--- config.mk ---
export PLATFORM = sky130hd
export DESIGN_NAME = uart_cmd_parser
export DESIGN_NICKNAME = d
export VERILOG_FILES = /design/src/rtl/uart_cmd_parser_pkg.sv /design/src/rtl/uart_cmd_parser_timeout.sv /design/src/rtl/uart_cmd_parser.sv
export SDC_FILE = /design/constraint.sdc
export NUM_CORES = 1
export LEC_CHECK = 0
export BUFFER_PORTS_ARGS = -buffer_cell sky130_fd_sc_hd__buf_4
export CAP_MARGIN = 20
export CORE_ASPECT_RATIO = 0.75
export CORE_MARGIN = 5
export CORE_UTILIZATION = 38
export CTS_BUF_LIST = sky130_fd_sc_hd__clkbuf_8
export DETAILED_ROUTE_END_ITERATION = 6
export HOLD_SLACK_MARGIN = 0.08
export PLACE_DENSITY_LB_ADDON = 0.15
export SETUP_SLACK_MARGIN = 0.4
export SLEW_MARGIN = 20
export SYNTH_ARGS = -nofsm -noshare
export SYNTH_HDL_FRONTEND = slang
export SYNTH_SLANG_ARGS = --single-unit
--- constraint.sdc ---
create_clock -name clk -period 2.6 [get_ports clk]
set_clock_uncertainty 0.1 [all_clocks]
set_input_delay 0.26 -clock clk [delete_from_list [all_inputs] [get_ports clk]]
set_output_delay 0.26 -clock clk [all_outputs]
set_load 0.005 [all_outputs]
--- src/rtl/uart_cmd_parser_pkg.sv ---
`default_nettype none
// ----------------------------------------------------------------------------
// uart_cmd_parser_pkg : frame states and constants shared by the UART parser
// Rev 1.0
// ----------------------------------------------------------------------------
package uart_cmd_parser_pkg;

  typedef enum logic [2:0] {
    S_HUNT  = 3'd0,
    S_ADDR  = 3'd1,
    S_LEN   = 3'd2,
    S_DATA  = 3'd3,
    S_CKSUM = 3'd4
  } state_e;

  localparam int         MAX_LEN       = 4;
  localparam logic [7:0] HEADER_DEF    = 8'h55;
  localparam logic [7:0] BAUD_ADDR_DEF = 8'hFE;

  function automatic logic len_ok(input logic [7:0] len);
    return (len != 8'd0) && (len <= 8'(MAX_LEN));
  endfunction

endpackage
`default_nettype wire

--- src/rtl/uart_cmd_parser_timeout.sv ---
`default_nettype none
// ----------------------------------------------------------------------------
// uart_cmd_parser_timeout : up-counter with clear/enable, pulses at LIMIT-1
// Rev 1.0
// ----------------------------------------------------------------------------
module uart_cmd_parser_timeout #(
  parameter int LIMIT = 1000
) (
  input  logic clk,
  input  logic rst,
  input  logic clr_i,
  input  logic en_i,
  output logic tc_o
);

  localparam int           W   = (LIMIT > 1) ? $clog2(LIMIT) : 1;
  localparam logic [W-1:0] TOP = W'(LIMIT - 1);

  logic [W-1:0] cnt_q;

  // A clear on the same cycle suppresses the terminal count.
  assign tc_o = en_i && !clr_i && (cnt_q == TOP);

  always_ff @(posedge clk or negedge rst) begin
    if (!rst) begin
      cnt_q <= '0;
    end else if (clr_i || tc_o) begin
      cnt_q <= '0;
    end else if (en_i) begin
      cnt_q <= cnt_q + W'(1);
    end
  end

endmodule
`default_nettype wire

--- src/rtl/uart_cmd_parser.sv ---
`default_nettype none
// ----------------------------------------------------------------------------
// uart_cmd_parser : UART command frames -> DDS config writes / baud retune
// Rev 1.0
// ----------------------------------------------------------------------------
module uart_cmd_parser
  import uart_cmd_parser_pkg::*;
#(
  parameter int         CLOCK_FREQ   = 100_000_000,
  parameter int         BAUD_WIDTH   = 20,
  parameter int         DEFAULT_BAUD = 115200,
  parameter int         MAX_BAUD     = 921600,
  parameter int         TIMEOUT_CYC  = 1_000_000,
  parameter logic [7:0] HEADER       = HEADER_DEF,
  parameter logic [7:0] BAUD_ADDR    = BAUD_ADDR_DEF
) (
  input  logic                  clk,
  input  logic                  rst,
  input  logic [7:0]            rx_data,
  input  logic                  rx_rec,
  output logic                  rx_clr,
  output logic [BAUD_WIDTH-1:0] baud_var,
  output logic                  baud_upd,
  output logic [7:0]            cfg_addr,
  output logic [31:0]           cfg_data,
  output logic                  cfg_wr,
  output logic                  busy,
  output logic                  err_cksum,
  output logic                  err_frame,
  output logic                  err_timeout
);

  if (CLOCK_FREQ < 16 * MAX_BAUD) begin : g_clk_check
    $error("CLOCK_FREQ cannot oversample MAX_BAUD");
  end

  state_e                state_q;
  logic [7:0]            addr_q, xor_q;
  logic [31:0]           data_q;
  logic [2:0]            rem_q;
  logic                  rx_clr_q, cfg_wr_q, baud_upd_q;
  logic                  err_ck_q, err_fr_q, err_to_q;
  logic [7:0]            cfg_addr_q;
  logic [31:0]           cfg_data_q;
  logic [BAUD_WIDTH-1:0] baud_q;

  logic        take, to_tc, baud_ok;
  logic [31:0] data_d;
  logic [7:0]  xor_d;

  // The stale rx_rec during the clear cycle must not be taken twice.
  assign take    = rx_rec && !rx_clr_q;
  assign data_d  = {data_q[23:0], rx_data};
  assign xor_d   = xor_q ^ rx_data;
  assign baud_ok = (data_q != 32'd0) && (data_q <= 32'(MAX_BAUD));

  uart_cmd_parser_timeout #(.LIMIT(TIMEOUT_CYC)) u_timeout (
    .clk   (clk),
    .rst   (rst),
    .clr_i (take),
    .en_i  (state_q != S_HUNT),
    .tc_o  (to_tc)
  );

  always_ff @(posedge clk or negedge rst) begin
    if (!rst) begin
      state_q    <= S_HUNT;
      addr_q     <= '0;
      xor_q      <= '0;
      data_q     <= '0;
      rem_q      <= '0;
      rx_clr_q   <= 1'b0;
      cfg_wr_q   <= 1'b0;
      baud_upd_q <= 1'b0;
      err_ck_q   <= 1'b0;
      err_fr_q   <= 1'b0;
      err_to_q   <= 1'b0;
      cfg_addr_q <= '0;
      cfg_data_q <= '0;
      baud_q     <= BAUD_WIDTH'(DEFAULT_BAUD);
    end else begin
      rx_clr_q   <= take;
      cfg_wr_q   <= 1'b0;
      baud_upd_q <= 1'b0;
      err_ck_q   <= 1'b0;
      err_fr_q   <= 1'b0;
      err_to_q   <= 1'b0;
      if (to_tc) begin
        state_q  <= S_HUNT;
        err_to_q <= 1'b1;
      end else if (take) begin
        unique case (state_q)
          S_HUNT: begin
            if (rx_data == HEADER) state_q <= S_ADDR;
          end
          S_ADDR: begin
            addr_q  <= rx_data;
            xor_q   <= rx_data;
            state_q <= S_LEN;
          end
          S_LEN: begin
            if (!len_ok(rx_data)) begin
              err_fr_q <= 1'b1;
              state_q  <= S_HUNT;
            end else begin
              rem_q   <= rx_data[2:0];
              xor_q   <= xor_d;
              data_q  <= '0;
              state_q <= S_DATA;
            end
          end
          S_DATA: begin
            data_q <= data_d;
            xor_q  <= xor_d;
            rem_q  <= rem_q - 3'd1;
            if (rem_q == 3'd1) state_q <= S_CKSUM;
          end
          S_CKSUM: begin
            state_q <= S_HUNT;
            if (rx_data != xor_q) begin
              err_ck_q <= 1'b1;
            end else if (addr_q != BAUD_ADDR) begin
              cfg_addr_q <= addr_q;
              cfg_data_q <= data_q;
              cfg_wr_q   <= 1'b1;
            end else if (baud_ok) begin
              baud_q     <= data_q[BAUD_WIDTH-1:0];
              baud_upd_q <= 1'b1;
            end else begin
              err_fr_q <= 1'b1;
            end
          end
          default: state_q <= S_HUNT;
        endcase
      end
    end
  end

  assign rx_clr      = rx_clr_q;
  assign baud_var    = baud_q;
  assign baud_upd    = baud_upd_q;
  assign cfg_addr    = cfg_addr_q;
  assign cfg_data    = cfg_data_q;
  assign cfg_wr      = cfg_wr_q;
  assign busy        = (state_q != S_HUNT);
  assign err_cksum   = err_ck_q;
  assign err_frame   = err_fr_q;
  assign err_timeout = err_to_q;

endmodule
`default_nettype wire

## Yosys cells after proc, flatten, opt, wreduce, memory -nomap -nowiden

Cells that the tools add are included.

- Add/sub/neg operators: 2
- Magnitude comparators: 2
- Equality and inequality tests: 12
- Mux-type cells: 37
- Bitwise gates (word level): 4
- Reductions and logical operators: 22

Operator list:

| kind | count |
|---|---|
| one-hot mux 32 bit (2 select lines) | 1 |
| 2-to-1 mux 20 bit | 2 |
| less-or-equal comparator 32 x 20 -> 1 bit, second input constant | 1 |
| 2-to-1 mux 32 bit | 1 |
| nonzero test 32 bit | 1 |
| one-hot mux 8 bit (3 select lines) | 1 |
| 2-to-1 mux 1 bit | 22 |
| adder 20 x 1 -> 20 bit, second input constant | 1 |
| equality test 20 bit, second input constant | 1 |
| 2-to-1 mux 3 bit | 5 |
| one-hot mux 3 bit (4 select lines) | 1 |
| equality test 8 x 7 -> 1 bit, second input constant | 1 |
| less-or-equal comparator 8 x 3 -> 1 bit, second input constant | 1 |
| 2-to-1 mux 8 bit | 1 |
| != test 8 bit | 1 |
| != test 8 bit, second input constant | 1 |
| AND reduction 4 bit | 2 |
| nonzero test 8 bit | 1 |
| bitwise XOR 8 bit | 1 |
| equality test 3 x 1 -> 1 bit, second input constant | 2 |
| equality test 3 x 2 -> 1 bit, second input constant | 2 |
| != test 3 x 2 -> 1 bit, second input constant | 2 |
| one-hot mux 3 bit (2 select lines) | 1 |
| AND reduction 3 bit | 2 |
| other kinds (14) | 24 |

- Register bits: 140
- Output and inout port bits: 67
- Logic and storage cells: 94

## Longest topological paths before layout

Gate-level depths: netlist of run 1.

- Word-level depth: 8
- Gate-level depth with buffers: 8
- Gate-level depth less buffers: 6

## By module

From an unflattened synthesis of run 1, not the netlist that was laid out.

- Cell total of the unflattened synthesis: 540
- Area total of the unflattened synthesis: 6,170.9 um2

Modules (own cells, without submodules):

| module | times used | cells an instance | area an instance (um2) | seq. area each (um2) |
|---|---|---|---|---|
| uart_cmd_parser | 1 | 434 | 5,127.4 | 3,007.9 |
| uart_cmd_parser_timeout | 1 | 106 | 1,043.5 | 500.5 |

## Least setup slack after synthesis of run 1

OpenSTA, ideal clock, no wires.

- Path type: reg2reg
- Start: register u_timeout.cnt_q[7]
- End: register state_q[0]
- Arrival: 1,899 ps
- Slack: 476 ps
- Cell stages (with the launch flop): 6
- Path buffers: 0
- Clock period less this slack: 2,124 ps
- Cell sequence: dfrtp_1 or4b_2 nor4_4 nand2_1 a21oi_1 mux2_2

- Cells in the longest elaborated chain, start to end: 4

RTL lines:

| item | RTL line | source |
|---|---|---|
| from (decl) | uart_cmd_parser_timeout.sv:19 | `logic [W-1:0] cnt_q;` |
| from (signal assigned) | uart_cmd_parser_timeout.sv:30 | `cnt_q <= cnt_q + W'(1);` |
| equality test 20 bit (*) | uart_cmd_parser_timeout.sv:22 | `assign tc_o = en_i && !clr_i && (cnt_q == TOP);` |
| logical AND 1 bit (*) | uart_cmd_parser_timeout.sv:22 |  |
| != test 3 x 2 -> 1 bit (no line) / nonzero test 2 bit (equally long branches) | n/a |  |
| AND reduction 3 bit (no line) | n/a |  |
| to (signal assigned) | uart_cmd_parser.sv:67 | `state_q <= S_HUNT;` |
| to (signal assigned) | uart_cmd_parser.sv:89 | `state_q <= S_HUNT;` |
| to (signal assigned) | uart_cmd_parser.sv:94 | `if (rx_data == HEADER) state_q <= S_ADDR;` |
| to (decl) | uart_cmd_parser.sv:37 | `state_e state_q;` |

Mark *: on every way between the ends. The rest lies on a longest branch, timed or not.
A chain may end at the register's enable or synchronous reset.

## Worst setup path after layout of run 1

- Start: register addr_q[5]
- End: register baud_q[1], in the netlist baud_var[1]

- Cells in the longest elaborated chain, start to end: 3

RTL lines:

| item | RTL line | source |
|---|---|---|
| from (decl) | uart_cmd_parser.sv:38 | `logic [7:0] addr_q, xor_q;` |
| from (signal assigned) | uart_cmd_parser.sv:97 | `addr_q <= rx_data;` |
| != test 8 bit | uart_cmd_parser.sv:122 | `end else if (addr_q != BAUD_ADDR) begin` |
| NOT 1 bit (no line) | n/a |  |
| AND reduction 6 bit (no line) | n/a |  |
| to (signal assigned) | uart_cmd_parser.sv:80 | `baud_q <= BAUD_WIDTH'(DEFAULT_BAUD);` |
| to (signal assigned) | uart_cmd_parser.sv:127 | `baud_q <= data_q[BAUD_WIDTH-1:0];` |
| to (decl) | uart_cmd_parser.sv:45 | `logic [BAUD_WIDTH-1:0] baud_q;` |

No other way between the ends.

==> metrics.md, run 1 <==
| Metric | Value |
|---|---|
| Result of the run | `complete, no violations` |
| Number of vias per cell after detailed routing | `roughly 5.1` |
| Required time at the endpoint of the critical path | `about 2.8 ns` |
| Number of remaining DRC errors | `0` |
| Slew at the pin closest to its max-slew limit | `approximately 0.56 ns` |
| Setup TNS Final | `0 ns` |
| First-pass iteration count of the detailed router | `4` |
| Number of vias in the routed layout | `slightly above 4k` |
| Cell taking the most area after synthesis | `sky130_fd_sc_hd__dfrtp_1` |
| EDFF count, synth | `0` |
| Final nets | `596` |
| Distinct cells, synth | `64` |
| DIE WIDTH | `approximately 160 um` |
| Post-Route Utilization | `between 40% and 50%` |
| Synth Flop Type | `sky130_fd_sc_hd__dfrtp_1` |
| CP max stage delay | `roughly 0.54 ns` |
| Final slew viol count | `0` |
| Most frequent standard cell in the layout excluding fill and tap cells | `sky130_fd_sc_hd__dfrtp_1` |
| Sequential fraction of the synthesis area | `a little under three fifths` |
| Overall power after layout | `6400 uW` |
| Area overhead of the layout relative to synthesis | `24.8%` |
| Reg2Reg Capture Point | `baud_var[1]` |
| Setup crit start kind | `flip-flop` |
| Antenna-violating nets left | `0` |
| Final hold violation count | `0` |
| Synthesized cell area | `roughly 0.0062 mm^2` |
| Period utilization | `between 80% and 90%` |
| First-pass GRT wire length | `23.5 mm` |
| Area of the core region | `0.0160 mm^2` |
| Gate count after technology mapping | `roughly 480` |
| RSZ-0062 raised after global routing | `yes` |
| Setup slack of the worst register-to-register path | `roughly 0.45 ns` |
| Area contributors post-synth | `sky130_fd_sc_hd__dfrtp_1 55%, sky130_fd_sc_hd__mux2_2 8.4%, sky130_fd_sc_hd__mux2_4 4.9%, sky130_fd_sc_hd__a22o_1 4.6%, sky130_fd_sc_hd__xnor2_1 2.6%` |
| TritonCTS sink count | `140` |
| R2R Path Start | `addr_q[5]` |
| Max Clock Freq | `approximately 470 MHz` |
| Final setup vio count | `0` |
| Slew HR | `roughly 62%` |
| Power per cell area | `832 mW/mm^2` |
| Worst setup path endpoint | `baud_var[1]` |
| Effective utilization at floorplan | `roughly 39%` |
| Length in cells of the worst reg-to-reg path | `6` |
| Clock Path Buffers | `2` |
| Cell chain of the critical path | `nand4_1 -> or4_4 -> nor4_4 -> nand4_2 -> buf_12 -> mux2_4` |
| Via count of the first global-routing pass | `roughly 4.2k` |
| Final Routed Wirelength | `15.0 mm` |
| Syn Nets | `around 490` |
| Average cell area after synthesis | `between 10 and 15 um^2` |
| Io pins | `between 70 and 80` |
| Max-cap check violation count | `0` |
| Number of antenna violations at the first check in global routing | `0` |
| Ratio of cells with drive above 1 in the final layout | `38.2%` |
| Total inserted antenna cells | `0` |
| Min-delay worst type | `primary input to flip-flop` |
| Half-perimeter wire length of the detailed placement result | `9.64 mm` |
| Clock root buffer master | `sky130_fd_sc_hd__clkbuf_8` |
| Stages on worst setup path | `6` |
| Port Buffers | `77` |
| Grt total ovfl | `0` |
| Number of buffers created by CTS | `17` |
| IR Drop Worst-Case VDD | `0.000436 V` |
| Final period demand of the worst path | `roughly 2.1 ns` |
| Commonest cells after routing, fill and taps aside | `136 x sky130_fd_sc_hd__dfrtp_1, 91 x sky130_fd_sc_hd__buf_4, 46 x sky130_fd_sc_hd__mux2_2` |
| Launching instance or port of the critical path | `addr_q[5]` |
| Std cell rows | `40` |
| P_leak | `roughly 0.0037 uW` |
| TritonCTS clock tree | `done` |
| Yosys top cell area share | `a little under three fifths` |
| Insertion delay to the later sink of the worst-skew pair | `0.44 ns` |
| Kind of cell with the highest combined delay on the critical path | `simple AND/OR/NAND/NOR gates` |
| GR Util All Layers | `between 10% and 20%` |
| Post-synthesis sequential element count | `140` |
| Proportion of register bits with asynchronous set or reset after synthesis | `between 90% and 100%` |
| Iteration-0 DRC Markers | `260` |
| Weighted congestion reported at the end of routability-driven placement | `around 0.75` |
| Wirelength per Cell | `approximately 19 um` |
| Data arrival, critical path | `2.37 ns` |
| Total Die Area | `~0.019 mm^2` |
| Number of levels the H-tree was split into | `4` |
| Clock transition at the registers of the reported paths | `0.08 ns` |
| Final worst hold slack | `around 0.12 ns` |
| Synthesis Warnings | `0` |
| Crit end category | `flip-flop` |
| Highest-delay cell along the critical path | `sky130_fd_sc_hd__or4_4` |
| Maximum number of pins on one net before global-route repair | `62` |
| Combined buffer and inverter count along the critical path | `1` |
| Start-to-end type of the worst setup path | `flip-flop to flip-flop` |
| Die Ht | `around 120 um` |
| Largest fanout of any net on the critical path | `20` |
[where the power goes]
group	switching [uW]	internal, uW	leakage, uW	total (uW)
clock	856	1200	0.000232	2060
combinational	595	641	0.00164	1240
sequential	526	2580	0.00186	3100
total	1980	4420	0.00373	6400
[tightest hold or removal path, cell delays in order]
cell                       delay (ns)
sky130_fd_sc_hd__buf_4           0.14
sky130_fd_sc_hd__a211oi_2        0.07
sky130_fd_sc_hd__a21oi_1         0.13
[per-stage QoR]
stage	area, um^2	setup slack [ns]	cells
floorplan	6160	0.476	479
global placement	6960	0.353	754
detailed placement	6960	0.336	754
CTS	7540	0.382	795
global route	7680	0.361	805
finish	7680	0.451	805
[layer usage]
layer	global-route usage, %	part of all wire (%)	vias up
met3	4.58	5.8	4
met5	0	0	-
li1	-	-	1946
met1	24.7	52	2085
met4	4.23	0.38	0
met2	21.5	42	101
[final cells by class]
cell class,count,area (um^2)
fillers,1413,8280
flip-flops and latches,140,3510
multi-input cells,304,2480
repair buffers,108,920
well taps,210,263
clock buffers,19,262
clock inverters,13,214
inverters,11,41.3
[synth_stat cells (4+ instances only)]
master                     number
sky130_fd_sc_hd__dfrtp_1      136
sky130_fd_sc_hd__mux2_2        46
sky130_fd_sc_hd__nor2_1        33
sky130_fd_sc_hd__a22o_1        32
sky130_fd_sc_hd__nand2_1       27
sky130_fd_sc_hd__mux2_4        20
sky130_fd_sc_hd__xnor2_1       18
sky130_fd_sc_hd__a21oi_1       13
sky130_fd_sc_hd__nand3_1       13
sky130_fd_sc_hd__inv_1         11
sky130_fd_sc_hd__buf_2          8
sky130_fd_sc_hd__nor4_1         8
sky130_fd_sc_hd__xor2_1         8
sky130_fd_sc_hd__a31oi_1        7
sky130_fd_sc_hd__buf_6          7
sky130_fd_sc_hd__nand4_1        7
sky130_fd_sc_hd__nand2b_1       6
sky130_fd_sc_hd__nor3_1         6
sky130_fd_sc_hd__clkbuf_1       5
sky130_fd_sc_hd__a211oi_1       4
sky130_fd_sc_hd__dfstp_2        4
[state kept, by name, indices dropped and copies added, names as in the netlist, 3 cells and up]
signal	flops
cfg_addr	8
baud_var	20
u_timeout.cnt_q	20
addr_q	8
rem_q	3
data_q	32
cfg_data	32
state_q	3
xor_q	8
[kinds of logic after synthesis]
| group | share of synthesized area [%] |
|---|---|
| AOI/OAI and AO/OA | 9.37 |
| and+or+nand+nor | 12.1 |
| xor gates and xnor gates | 3.70 |
| DFF | 57.0 |
| adders and majority gates | 0.610 |
| muxes | 14.0 |
| buffers and inverters | 3.31 |
[what timing repair did]
item                                   CTS  global route
pin swaps                                2             3
cloned                                   0             3
endpoints found under the hold margin   84             3
hold buffers                             9             1
resized for setup                        6             6
setup endpoints to repair               47            77
setup buffers                            0             6
[worst min path at each step]
| stage | startpoint | endpoint | slack [ns] | depth (start not counted) |
|---|---|---|---|---|
| 2_1_floorplan | rst | addr_q[0] | -0.14 | 0 |
| 3_3_place_gp | rst | cfg_data[17] | 0.17 | 1 |
| 3_5_place_dp | rst | cfg_data[19] | 0.17 | 1 |
| 4_1_cts | rx_data[6] | xor_q[6] | -0.05 | 2 |
| 5_1_grt | rx_data[0] | rem_q[0] | 0.14 | 4 |
| 6_report | rx_data[1] | rem_q[1] | 0.12 | 3 |
No activity file was read; power rests on OpenSTA's default activity.
==> run 2, diff against run 1 <==
--- a/config.mk
+++ b/config.mk
@@ -5,6 +5,7 @@
 export SDC_FILE = /design/constraint.sdc
 export NUM_CORES = 1
 export LEC_CHECK = 0
+export ABC_AREA = 1
 export BUFFER_PORTS_ARGS = -buffer_cell sky130_fd_sc_hd__buf_4
 export CAP_MARGIN = 20
 export CORE_ASPECT_RATIO = 0.75
==> constraint.sdc (replaced) <==
create_clock -name clk -period 1.75 [get_ports clk]
set_clock_uncertainty 0.1 [all_clocks]
set_input_delay 0.175 -clock clk [delete_from_list [all_inputs] [get_ports clk]]
set_output_delay 0.175 -clock clk [all_outputs]
set_load 0.005 [all_outputs]
==> run 2 against run 1 <==
Compared with the run above:
- die area up 4.4%
- clock power up 20%
- worst hold slack worse by 0.073 ns
- worst setup slack worse by 0.45 ns
- largest power group is now combinational logic
- the run now ends with negative setup slack left
- via count up 50%
==> metrics.md, run 2 <==
| Metric | Value |
|---|---|
| Cell-internal power | `7870 uW (+78%)` |
| Yosys top cell area share | `52.8% (-2.5 points)` |
| Area contributors post-synth | `sky130_fd_sc_hd__dfrtp_1 53%, sky130_fd_sc_hd__nand2_1 14%, sky130_fd_sc_hd__a22o_1 4.3%, sky130_fd_sc_hd__inv_1 4.1%, sky130_fd_sc_hd__nor2_1 3.9%` |
| Half-perimeter wire length of the detailed placement result | `12.1 mm (+25%)` |
| Gate count after technology mapping | `758 (+58%)` |
| Share of power burned in combinational logic | `47.7% (+28 points)` |
| Setup crit start kind | `flip-flop` |
| First-pass iteration count of the detailed router | `5 (+1)` |
| Most frequent standard cell in the layout excluding fill and tap cells | `sky130_fd_sc_hd__nand2_1` |
| Maximum number of pins on one net before global-route repair | `51 (-18%)` |
| Period utilization | `100% (+17 points)` |
| Synthesis Warnings | `0 (unchanged)` |
| Clock transition at the registers of the reported paths | `0.08 ns (about the same)` |
| Total inserted antenna cells | `0 (unchanged)` |
| Most common cell in the netlist | `sky130_fd_sc_hd__nand2_1` |
| Area overhead of the layout relative to synthesis | `59.3%` |
| Antenna-violating nets left | `0 (unchanged)` |
| Die Ht | `123 um (+2.1%)` |
| Final setup vio count | `1 (+1)` |
| Commonest cells post-synth | `247 x sky130_fd_sc_hd__nand2_1, 136 x sky130_fd_sc_hd__dfrtp_1, 70 x sky130_fd_sc_hd__inv_1, 67 x sky130_fd_sc_hd__nor2_1, 48 x sky130_fd_sc_hd__nand3_1` |
| Insertion delay to the later sink of the worst-skew pair | `0.46 ns (+0.02 ns)` |
| DIE WIDTH | `160 um (+2.2%)` |
| GR Util All Layers | `20.4% (+4.4 points)` |
| Data arrival, critical path | `2.00 ns (-0.37 ns)` |
| Synth Flop Type | `sky130_fd_sc_hd__dfrtp_1` |
| Synthesized cell area | `0.00645 mm^2 (+4.7%)` |
| Number of antenna violations at the first check in global routing | `0 (unchanged)` |
| Ratio of cells with drive above 1 in the final layout | `47.1% (+9.0 points)` |
| Cell taking the most area after synthesis | `sky130_fd_sc_hd__dfrtp_1` |
| Number of levels the H-tree was split into | `4 (unchanged)` |
| Number of remaining DRC errors | `0 (unchanged)` |
| Commonest cells after routing, fill and taps aside | `156 x sky130_fd_sc_hd__nand2_1, 149 x sky130_fd_sc_hd__buf_4, 133 x sky130_fd_sc_hd__dfrtp_1` |
| Simple-gate share of the synthesized area | `26.2% (+14 points)` |
| Switch share | `38.2% (+7.3 points)` |
| Clock root buffer master | `sky130_fd_sc_hd__clkbuf_8` |
| Area of the core region | `0.0167 mm^2 (+4.7%)` |
| Max Clock Freq | `571 MHz (+23%)` |
| Wirelength per Cell | `17.2 um (-7.9%)` |
| Sequential fraction of the synthesis area | `54.4% (-2.6 points)` |
| Start-to-end type of the worst setup path | `flip-flop to flip-flop` |
| Syn Nets | `772 (+57%)` |
| Part of the total power dissipated in the clock network | `19.5% (-13 points)` |
| Post-synthesis sequential element count | `140 (unchanged)` |
| Via count of the first global-routing pass | `6,116 (+45%)` |
| Final instance area | `0.0103 mm^2 (+34%)` |
| Number of standard cells in the layout, taps in and fillers out | `1,217 (+51%)` |
| Distinct cells, synth | `33 (-48%)` |
| P_leak | `0.00518 uW (+39%)` |
| Largest fanout of any net on the critical path | `10 (-50%)` |
| Worst setup timing slack at the placement stage | `-0.0491 ns (-0.385 ns)` |
| Result of the run | `finished, violations left` |
| Clock Path Buffers | `2 (unchanged)` |
| Share of the synthesized netlist area taken by xor and xnor gates | `0.543% (-3.2 points)` |
| Final period demand of the worst path | `1.75 ns (-0.397 ns)` |
| IR Drop Worst-Case VDD | `0.000956 V (+120%)` |
| Violated checks | `negative setup slack` |
| TritonCTS clock tree | `done` |
| Final worst hold slack | `0.0493 ns (-0.0728 ns)` |
| TritonCTS sink count | `140 (unchanged)` |
| Final nets | `1,003 (+68%)` |
| Min-delay worst type | `primary input to flip-flop` |
| Post-synthesis compound-gate area fraction | `10.6% (+1.2 points)` |
| Number of vias per cell after detailed routing | `5.11 (-0.48%)` |
| Port Buffers | `77 (unchanged)` |
| Proportion of register bits with asynchronous set or reset after synthesis | `100% (unchanged)` |
| First-pass GRT wire length | `31.5 mm (+34%)` |
| Effective utilization at floorplan | `38.6% (about the same)` |
| Final Routed Wirelength | `20.9 mm (+39%)` |
| Crit end category | `flip-flop` |
| Portion of netlist area occupied by mux cells | `0% (-14 points)` |
| Sequential power share | `32.9% (-16 points)` |
| Max-cap check violation count | `0 (unchanged)` |
| Io pins | `78 (unchanged)` |
| Number of placed instances with taps included | `1,082 (+44%)` |
| Required time at the endpoint of the critical path | `2.00 ns (-0.82 ns)` |
| Total Die Area | `0.0197 mm^2 (+4.4%)` |
| Final slew viol count | `0 (unchanged)` |
| Std cell rows | `41 (+2.5%)` |
| P_sw | `4870 uW (+150%)` |
| EDFF count, synth | `0 (unchanged)` |
| Largest family of logic cells by synthesized area | `simple AND/OR/NAND/NOR gates` |
| Weighted congestion reported at the end of routability-driven placement | `0.875 (+16%)` |
| Crit path setup slack, layout | `-0.00181 ns (-0.453 ns)` |
| Final hold violation count | `0 (unchanged)` |
| Post-Place Cell Area | `0.00771 mm^2 (+11%)` |
| Post-Synth Adder-Cell Area | `0.582% (-0.028 points)` |
| RSZ-0062 raised after global routing | `yes` |
| Power per cell area | `1240 mW/mm^2 (+49%)` |
| Average cell area after synthesis | `8.51 um^2 (-34%)` |
| Slew at the pin closest to its max-slew limit | `0.414 ns (-0.149 ns)` |
| Setup TNS Final | `-0.00181 ns (-0.00181 ns)` |
| Grt total ovfl | `0 (unchanged)` |
| Number of vias in the routed layout | `6,223 (+50%)` |
| Slew HR | `72.2% (+9.8 points)` |
| Number of buffers created by CTS | `17 (unchanged)` |
| Iteration-0 DRC Markers | `382 (+47%)` |
## run 2: cell types whose count changed after synthesis, moves of 11 or more
cell / delta
sky130_fd_sc_hd__nand3_1: +35
sky130_fd_sc_hd__inv_2: +11
sky130_fd_sc_hd__nor2_1: +34
sky130_fd_sc_hd__o21ai_0: +41
sky130_fd_sc_hd__mux2_2: -46
sky130_fd_sc_hd__inv_1: +59
sky130_fd_sc_hd__nand2_1: +220
sky130_fd_sc_hd__xnor2_1: -18
sky130_fd_sc_hd__mux2_4: -20
## run 2: final timing paths
kind                           endpoint  depth (start not counted)         start  slack [ns]
max                        cfg_data[17]                         11      xor_q[7]      -0.002
min in group asynchronous        rx_clr                          2           rst        0.09
max reg2reg                cfg_data[17]                         11      xor_q[7]      -0.002
max in group asynchronous  cfg_data[16]                          3           rst        0.86
min                              rx_clr                          4        rx_rec        0.05
min reg2reg                cfg_data[12]                          2  cfg_data[12]        0.38
## run 2: critical path, cell delays in order, from the launching register on
cell                        delay, ns
sky130_fd_sc_hd__dfrtp_1         0.42
sky130_fd_sc_hd__inv_1           0.07
sky130_fd_sc_hd__nand2_1         0.05
sky130_fd_sc_hd__nand2_1         0.08
sky130_fd_sc_hd__nand2_1         0.07
sky130_fd_sc_hd__nor2_2          0.13
sky130_fd_sc_hd__and2_4          0.18
sky130_fd_sc_hd__nand3b_4        0.08
sky130_fd_sc_hd__buf_12          0.16
sky130_fd_sc_hd__clkbuf_16       0.17
sky130_fd_sc_hd__nand2_2         0.06
sky130_fd_sc_hd__o21ai_2         0.05
## run 2: kinds of logic (layout without fill, tap and decap cells)
family | count (synthesis) | count (layout)
AND/OR/NAND/NOR | 399 | 402
XOR/XNOR | 4 | 4
buffers and inverters | 107 | 348
adder cells (fa/ha/maj) | 3 | 3
AO/OA/AOI/OAI | 105 | 105
flip-flops | 140 | 140
## run 2: per-layer routing
| metal | track usage, % | up-vias | routed length, um |
|---|---|---|---|
| met3 | 4.50 | 53 | 818 |
| met5 | 0 | - | 0 |
| met1 | 26.3 | 3095 | 9000 |
| li1 | - | 2914 | - |
| met4 | 8.22 | 0 | 688 |
| met2 | 33.6 | 161 | 10400 |
## run 2: metrics by stage
| stage | total power, uW | utilization, % |
|---|---|---|
| CTS | 11800 | 55.7 |
| global route | 13400 | 61.4 |
| floorplan | 6100 | - |
| detailed placement | 7460 | 46.1 |
| global placement | 7410 | 46.1 |
| finish | 12700 | 61.4 |
## run 2: cell type report
type | count | area, um^2
fill | 1364 | 6450
clock buffer | 19 | 262
tap | 215 | 269
multi-input combinational | 514 | 3330
clock inverter | 13 | 105
sequential | 140 | 3510
timing repair buffer | 233 | 2410
timing repair inverter | 1 | 16.3
inverter | 82 | 365
## run 2: power groups by stage
| stage | Combinational (uW) | Clock (uW) | Sequential, uW |
|---|---|---|---|
| 6_report | 6070 | 2480 | 4180 |
| 3_3_place_gp | 3280 | 0 | 4130 |
| 5_1_grt | 6490 | 2690 | 4250 |
| 2_1_floorplan | 1950 | 0 | 4150 |
| 4_1_cts | 5170 | 2530 | 4100 |
| 3_5_place_dp | 3320 | 0 | 4150 |
## run 2: timing repair
item                       4_1_cts  5_1_grt
buffers inserted                36       29
setup endpoints to repair      136      144
gates cloned                    12        8
hold endpoints to repair       166        2
hold buffers                    17        1
pin swaps                       31       68
gates resized for setup        130      165
==> run 3, diff against run 2 <==
--- a/config.mk
+++ b/config.mk
@@ -10,7 +10,7 @@
 export CAP_MARGIN = 20
 export CORE_ASPECT_RATIO = 0.75
 export CORE_MARGIN = 5
-export CORE_UTILIZATION = 38
+export CORE_UTILIZATION = 54
 export CTS_BUF_LIST = sky130_fd_sc_hd__clkbuf_8
 export DETAILED_ROUTE_END_ITERATION = 6
 export HOLD_SLACK_MARGIN = 0.08
==> run 3 against run 2 <==
Compared with the run above:
- the flow still finishes with violations (negative setup slack)
- largest cell class unchanged
- cell area fell by 2.8%
- sequential power rose by 1%
- combinational power rose by 20%
- via count rose by 12%
==> metrics.md, run 3 (synthesis gave the netlist of run 2 again) <==
| Metric | Value |
|---|---|
| Area of the core region | `0.0117 mm^2 (-30%)` |
| Clock Path Buffers | `2 (unchanged)` |
| First-pass GRT wire length | `34.1 mm (+8.0%)` |
| P_leak | `0.00505 uW (-2.6%)` |
| Final Routed Wirelength | `25.8 mm (+23%)` |
| Std cell rows | `34 (-17%)` |
| Die Ht | `105 um (-15%)` |
| Busiest layer in global routing | `met2` |
| Global routing usage on met2 | `48.4% (+15 points)` |
| Grt total ovfl | `0 (unchanged)` |
| First-pass iteration count of the detailed router | `7 (+2)` |
| Antenna-violating nets left | `0 (unchanged)` |
| Start-to-end type of the worst setup path | `flip-flop to flip-flop` |
| Iteration-0 DRC Markers | `857 (+120%)` |
| Insertion delay to the later sink of the worst-skew pair | `0.47 ns (about the same)` |
| Io pins | `78 (unchanged)` |
| Post-Place Cell Area | `0.00767 mm^2 (-0.57%)` |
| Cell chain of the critical path | `nor2_1 -> nand2_1 -> nor2_1 -> nand3_1 -> nand3_2 -> inv_4 -> buf_12 -> buf_16 -> nand3_2 -> nand2_1` |
| Met1 track demand over resource | `41.9% (+16 points)` |
| Via count of the first global-routing pass | `6,553 (+7.1%)` |
| TritonCTS clock tree | `done` |
| RSZ-0062 raised after global routing | `yes` |
| Slew at the pin closest to its max-slew limit | `0.458 ns (+0.0442 ns)` |
| Overall power after layout | `14,500 uW (+14%)` |
| Crit path setup slack, layout | `-0.251 ns (-0.249 ns)` |
| Data arrival, critical path | `2.23 ns (+0.23 ns)` |
| Power per cell area | `1450 mW/mm^2 (+17%)` |
| Result of the run | `finished, violations left` |
| Max-cap check violation count | `0 (unchanged)` |
| Highest-delay cell along the critical path | `sky130_fd_sc_hd__dfrtp_2` |
| Effective utilization at floorplan | `55.3% (+17 points)` |
| Max Clock Freq | `500 MHz (-12%)` |
| Ratio of cells with drive above 1 in the final layout | `42.4% (-4.7 points)` |
| Number of vias per cell after detailed routing | `6.07 (+19%)` |
| Period utilization | `114% (+14 points)` |
| Final nets | `990 (-1.3%)` |
| Worst setup timing slack at the placement stage | `-0.0814 ns (-0.0323 ns)` |
| TritonCTS sink count | `140 (unchanged)` |
| GR Layer Usage met3 | `6.96% (+2.5 points)` |
| Number of antenna violations at the first check in global routing | `0 (unchanged)` |
| Port Buffers | `77 (unchanged)` |
| Final slew viol count | `0 (unchanged)` |
| Commonest cells after routing, fill and taps aside | `202 x sky130_fd_sc_hd__nand2_1, 144 x sky130_fd_sc_hd__buf_4, 131 x sky130_fd_sc_hd__dfrtp_1` |
| Post-Route Utilization | `85.7% (+24 points)` |
| Number of buffers created by CTS | `17 (unchanged)` |
| Violated checks | `negative setup slack` |
| Number of placed instances with taps included | `1,027 (-5.1%)` |
| Crit end category | `flip-flop` |
| Total Die Area | `0.0143 mm^2 (-28%)` |
| Number of remaining DRC errors | `0 (unchanged)` |
| Most frequent standard cell in the layout excluding fill and tap cells | `sky130_fd_sc_hd__nand2_1` |
| Final period demand of the worst path | `2.00 ns (+0.249 ns)` |
| IR Drop Worst-Case VDD | `0.000953 V (-0.32%)` |
| Final instance area | `0.00999 mm^2 (-2.8%)` |
| Number of levels the H-tree was split into | `4 (unchanged)` |
| Maximum number of pins on one net before global-route repair | `44 (-14%)` |
| Required time at the endpoint of the critical path | `1.98 ns (-0.02 ns)` |
| Wirelength per Cell | `22.4 um (+30%)` |
| Number of standard cells in the layout, taps in and fillers out | `1,151 (-5.4%)` |
| Slew HR | `69.4% (-2.8 points)` |
| Total inserted antenna cells | `0 (unchanged)` |
| Half-perimeter wire length of the detailed placement result | `12.1 mm (about the same)` |
| Setup crit start kind | `flip-flop` |
| Clock root buffer master | `sky130_fd_sc_hd__clkbuf_8` |
| FILL cells | `592 (-57%)` |
| Min-delay worst type | `primary input to flip-flop` |
| Weighted congestion reported at the end of routability-driven placement | `0.874 (-0.11%)` |
| Area overhead of the layout relative to synthesis | `54.9%` |
| Final setup vio count | `87 (+86)` |
| Largest fanout of any net on the critical path | `5 (-5)` |
| Clock transition at the registers of the reported paths | `0.09 ns (about the same)` |
| CP max stage delay | `0.45 ns (+0.03 ns)` |
| Final hold violation count | `0 (unchanged)` |
| GR Util All Layers | `30.5% (+10 points)` |
| DIE WIDTH | `136 um (-15%)` |
| Number of vias in the routed layout | `6,986 (+12%)` |
run 3: layout make-up:
class	count	area [um^2]	share of cell area, %
sequential	140	3510	35.2
inverter	82	355	3.56
timing repair buffer	221	2250	22.5
multi-input combinational	513	3200	32.0
tap	162	203	2.03
clock buffer	17	234	2.34
timing repair inverter	1	16.3	0.163
clock inverter	15	214	2.14
run 3: worst paths after layout:
check | startpoint | endpoint | cells after the start | slack [ns]
max in group asynchronous | rst | baud_var[16] | 3 | 0.82
min in group asynchronous | rst | xor_q[2] | 2 | 0.10
setup reg to reg | data_q[13] | baud_var[1] | 10 | -0.25
setup / recovery | data_q[13] | baud_var[1] | 10 | -0.25
hold reg to reg | cfg_data[23] | cfg_data[23] | 2 | 0.38
hold / removal | rx_data[4] | xor_q[4] | 6 | 0.07
run 3: timing repair:
action,4_1_cts,5_1_grt
gates cloned,12,2
hold endpoints to repair,164,3
gates resized for setup,120,111
pin swaps,42,52
setup endpoints to repair,142,145
setup buffers,41,20
hold buffers,16,1
run 3: worst max-delay path: cells and delay by family (launching register included):
kind | cells | cell delay (ns)
and+or+nand+nor | 7 | 0.97
DFF | 1 | 0.45
buffers and inverters | 3 | 0.35
run 3: where the power goes:
part	internal, uW	leakage, uW	switching, uW
clock	1580	0.000223	1440
sequential	3720	0.00188	510
combinational	3460	0.00295	3790
total	8770	0.00505	5740
run 3: per-stage QoR:
stage	hold slack (ns)	setup TNS, ns
finish	0.0742	-7.97
global route	0.0763	-10.13
CTS	-0.109	0
detailed placement	0.0259	-0.765
global placement	0.0209	-0.00434
floorplan	-0.221	0
run 3: layer usage:
| metal | wire (um) | vias up |
|---|---|---|
| met5 | 0 | - |
| met4 | 1790 | 0 |
| met3 | 2930 | 192 |
| met2 | 11600 | 575 |
| met1 | 9390 | 3350 |
| li1 | - | 2869 |
